## src/rtl/uart_rx_core.sv

```systemverilog
// UART 8N1 receiver: 2-flop synchronizer, mid-bit sampling FSM and a one-entry
// valid/ready output slot with framing-error and overrun pulses.
module uart_rx_core #(
  parameter int CLK_HZ    = 100_000_000,
  parameter int BIT_RATE  = 9600,
  parameter int DATA_BITS = 8
) (
  input  logic                 clk,
  input  logic                 reset,
  input  logic                 rx_i,
  output logic [DATA_BITS-1:0] data_o,
  output logic                 valid_o,
  input  logic                 ready_i,
  output logic                 frame_err_o,
  output logic                 overrun_o,
  output logic                 busy_o
);

  localparam int CLKS_PER_BIT = CLK_HZ / BIT_RATE;
  localparam int HALF_BIT     = CLKS_PER_BIT / 2;
  localparam int CNT_W        = (CLKS_PER_BIT > 1) ? $clog2(CLKS_PER_BIT) : 1;
  localparam int IDX_W        = $clog2(DATA_BITS + 1);

  localparam logic [CNT_W-1:0] CNT_FULL = CNT_W'(CLKS_PER_BIT - 1);
  localparam logic [CNT_W-1:0] CNT_HALF = CNT_W'(HALF_BIT - 1);
  localparam logic [IDX_W-1:0] IDX_LAST = IDX_W'(DATA_BITS - 1);

  typedef enum logic [2:0] {
    IDLE      = 3'd0,
    START     = 3'd1,
    DATA      = 3'd2,
    STOP      = 3'd3,
    WAIT_HIGH = 3'd4
  } state_t;

  state_t               state;
  logic                 meta_reg;
  logic                 rx_s;
  logic [CNT_W-1:0]     cnt;
  logic [IDX_W-1:0]     idx;
  logic [DATA_BITS-1:0] shift_reg;

  // Idle-high line, so the synchronizer resets to 1 to avoid a false start.
  always_ff @(posedge clk or posedge reset) begin
    if (reset) begin
      meta_reg <= 1'b1;
      rx_s     <= 1'b1;
    end else begin
      meta_reg <= rx_i;
      rx_s     <= meta_reg;
    end
  end

  always_ff @(posedge clk or posedge reset) begin
    if (reset) begin
      state       <= IDLE;
      cnt         <= '0;
      idx         <= '0;
      shift_reg   <= '0;
      data_o      <= '0;
      valid_o     <= 1'b0;
      frame_err_o <= 1'b0;
      overrun_o   <= 1'b0;
      busy_o      <= 1'b0;
    end else begin
      frame_err_o <= 1'b0;
      overrun_o   <= 1'b0;

      // A consume frees the slot; a delivery later in this block overrides it.
      if (valid_o && ready_i)
        valid_o <= 1'b0;

      case (state)
        IDLE: begin
          cnt <= '0;
          if (!rx_s) begin
            state  <= START;
            busy_o <= 1'b1;
          end
        end

        START: begin
          if (cnt == CNT_HALF) begin
            cnt <= '0;
            if (!rx_s) begin
              state <= DATA;
              idx   <= '0;
            end else begin
              state  <= IDLE;
              busy_o <= 1'b0;
            end
          end else begin
            cnt <= cnt + 1'b1;
          end
        end

        DATA: begin
          if (cnt == CNT_FULL) begin
            cnt       <= '0;
            shift_reg <= {rx_s, shift_reg[DATA_BITS-1:1]};
            if (idx == IDX_LAST) begin
              state <= STOP;
              idx   <= '0;
            end else begin
              idx <= idx + 1'b1;
            end
          end else begin
            cnt <= cnt + 1'b1;
          end
        end

        STOP: begin
          if (cnt == CNT_FULL) begin
            cnt <= '0;
            if (rx_s) begin
              state  <= IDLE;
              busy_o <= 1'b0;
              if (!valid_o || ready_i) begin
                data_o  <= shift_reg;
                valid_o <= 1'b1;
              end else begin
                overrun_o <= 1'b1;
              end
            end else begin
              frame_err_o <= 1'b1;
              state       <= WAIT_HIGH;
            end
          end else begin
            cnt <= cnt + 1'b1;
          end
        end

        WAIT_HIGH: begin
          cnt <= '0;
          if (rx_s) begin
            state  <= IDLE;
            busy_o <= 1'b0;
          end
        end

        default: begin
          state  <= IDLE;
          cnt    <= '0;
          idx    <= '0;
          busy_o <= 1'b0;
        end
      endcase
    end
  end

endmodule

```

## config.mk

```make
export PLATFORM = sky130hd
export DESIGN_NAME = uart_rx_core
export DESIGN_NICKNAME = d
export VERILOG_FILES = /design/src/rtl/uart_rx_core.sv
export SDC_FILE = /design/constraint.sdc
export NUM_CORES = 1
export LEC_CHECK = 0
export ABC_CLOCK_PERIOD_IN_PS = 5200
export CORE_MARGIN = 5
export CORE_UTILIZATION = 55
export DETAILED_ROUTE_END_ITERATION = 16
export GPL_ROUTABILITY_DRIVEN = 0
export HOLD_SLACK_MARGIN = 0.06
export PLACE_DENSITY = 0.81
export SETUP_SLACK_MARGIN = 0.1
export SLEW_MARGIN = 25
export SYNTH_ARGS = -nofsm -noshare
export SYNTH_HDL_FRONTEND = slang
export SYNTH_SLANG_ARGS = --single-unit
```

## constraint.sdc

```tcl
create_clock -name clk -period 5.2 [get_ports clk]
set_input_delay 0.78 -clock clk [delete_from_list [all_inputs] [get_ports clk]]
set_output_delay 0.78 -clock clk [all_outputs]
set_load 0.05 [all_outputs]
```

==> qor.csv <==
metric;value;unit
p_per_area;255;nW/µm²
p_clk_frac;0.437;
cts-resized-gates;0;
dieArea;5240;µm²
fin_crit;2.27;ns
worstPathArrival;1.49;ns
setup_viol;0;
via_per_inst;5.71;
whs_endpoint;rx_s;
htreeDepth;2;
wl_per_cell;15.2;µm
antenna_found_initial;0;
wl;3680;µm
place_area;2300;µm²
grt_pass1_vias;1385;
row_count;22;
post-route-cell-area;2410;µm²
totalPowerFinal;0.000615;W
io_pins;16;
path_max_fanout;4;
synth_area;2140;µm²
switching_share;0.197;
synth-seq-area-share;0.504;
grt_max_degree;44;
pwr-share-seq;0.547;
fin_util;0.649;
hold_viol_final;0;
nNetsFinal;199;
p_sw;0.000121;W
crit_slowest_cell;clkdlybuf4s50_1;
tns;0;ns
place_ws;3.01;ns
hold_path_depth;0;
crit_type;flip-flop to output port;
insertion_delay;0.30;ns
start_util;0.576;
cp.required;4.42;ns
dp_hpwl;2680;µm
clkSinkCount;43;
synth_warnings;0;
critPathLaunchType;flip-flop;
outcome;completed;
synth_top_family_by_area;simple AND/OR/NAND/NOR gates;
numPortBuffers;15;
route.vias.total;1383;
fmax;440;MHz
layout_setup_ws;2.93;ns
power.leakage;1.05;nW
fillers;287;
synthArstFlopShare;1.00;
dr.pass1.iters;4;
maxCapViolations;0;
antenna_left;0;
worst_slew_pin_slew;0.568;ns
layout_common_cells;dfrtp_1, nor2_1, mux2_4, clkdlybuf4s50_1;
ys_ff_latch;43;
cpPeakStageDelay;0.82;ns
syn_inst;178;
largest_register_ffs;14;
min-delay-start;meta_reg;
synth_area_per_cell;12.0;µm²
cp-end-kind;output port;
yosys.area_share.adder;0.0164;
skew;0.00752;ns
slew_violations;0;
synth_simple_gate_area_share;0.200;
drtIter0Drc;75;
crit_cells;1;
remaining_drc_errors;0;
rsz0062_at_grt;no;
crit_buf_inv;1;
fp.coreArea;3720;µm²
ys_types;49;
cts_made_buffers;5;
cts_tree;yes;
globalRouteOverflowTotal;0;
synth_enable_flop_cells;0;
rrSetupSlack;3.01;ns
cts-root-buf;clkbuf_8;
r2r_cells;5;
grt_util_all_layers;0.160;
grt_first_pass_wirelength;6430;µm
area_growth_syn_to_layout;12.8;%
synth_xor_area_frac;0.0409;
die_w;72.4;µm
drive_gt1_frac;0.196;
crit_path_cell_trace;clkdlybuf4s50_1;
relSlewSlack;0.620;
period_share;0.437;
clk_pin_slew;0.07;ns
power_frac_comb;0.016;
postCtsSetupBuffers;0;
r2r_start;cnt[0];
critPathTopFamily;buffers and inverters;
syn-num-nets;184;
synth.area.mux_share;0.118;
synthFlopType;dfrtp_1;
fp.dieH;72.4;µm
vdd_drop_max;0.000189;V
holdBufCountCts;0;
diodes;0;
cts_buffer_depth;2;
synth_compound_area_frac;0.0766;
timing.rr.end;shift_reg[7];
hp-class;flip-flop to flip-flop;
intPower;0.000494;W
final_common_cell;dfrtp_1;
-- metrics by stage --
stage          hold slack, ns  cells
6_report                0.361    242
5_1_grt                 0.371    242
4_1_cts                 0.361    242
3_5_place_dp            0.350    234
3_3_place_gp            0.348    234
2_1_floorplan           0.345    178
-- logic make-up after synthesis --
kind of cell | after synthesis
buffers and inverters | 17
and+or+nand+nor | 66
adders and majority gates | 3
AOI/OAI and AO/OA | 22
muxes | 17
xor gates and xnor gates | 10
DFF | 43
-- cells in the mapped netlist, types with 2 or more instances --
| cell | n | share of area |
|---|---|---|
| a21oi_1 | 5 | 0.012 |
| a31oi_1 | 2 | 0.0058 |
| and3_1 | 3 | 0.0088 |
| and4_1 | 3 | 0.012 |
| buf_2 | 3 | 0.0070 |
| clkbuf_1 | 2 | 0.0035 |
| dfrtp_1 | 41 | 0.48 |
| dfstp_2 | 2 | 0.025 |
| ha_1 | 2 | 0.012 |
| inv_1 | 9 | 0.016 |
| mux2_4 | 16 | 0.11 |
| nand2_1 | 9 | 0.016 |
| nand2b_1 | 2 | 0.0058 |
| nand3_1 | 6 | 0.014 |
| nand3_4 | 2 | 0.016 |
| nand4_1 | 3 | 0.0088 |
| nor2_1 | 19 | 0.033 |
| nor2b_1 | 2 | 0.0058 |
| nor3b_1 | 2 | 0.0070 |
| nor3b_2 | 2 | 0.012 |
| nor4b_1 | 3 | 0.012 |
| o211ai_1 | 4 | 0.014 |
| o21ai_1 | 2 | 0.0047 |
| xnor2_1 | 4 | 0.016 |
| xor2_1 | 6 | 0.025 |
-- worst max-delay path by stage --
stage,from,to,slack [ns]
global route,busy_o,busy_o,2.86
CTS,busy_o,busy_o,2.91
global placement,cnt[0],shift_reg[1],3.09
floorplan,cnt[0],shift_reg[0],3.21
finish,busy_o,busy_o,2.93
detailed placement,cnt[0],shift_reg[7],3.01
-- per-layer routing --
| layer | share of wire | track usage |
|---|---|---|
| met3 | 0.057 | 0.0554 |
| met4 | 0.016 | 0.0635 |
| met2 | 0.48 | 0.244 |
| met1 | 0.45 | 0.209 |
| met5 | 0 | 0 |
-- final cells by class --
class	instances	area (µm²)	share of cell area
Clock buffer	6	82.6	0.0342
Clock inverter	2	35.0	0.0145
Inverter	9	33.8	0.0140
Multi-Input combinational cell	118	966	0.400
Sequential cell	43	1080	0.447
Tap cell	48	60.1	0.0249
Timing Repair Buffer	16	158	0.0653
-- power groups by stage --
stage                     clock (W)  combinational [W]  sequential [W]
after floorplan                   0         0.00000585        0.000343
after global placement            0          0.0000101        0.000343
after detailed placement          0          0.0000104        0.000343
after CTS                  0.000275          0.0000104        0.000337
after global routing       0.000294          0.0000116        0.000337
final                      0.000268         0.00000985        0.000337
Note: power is estimated with default switching activity, not from simulation.
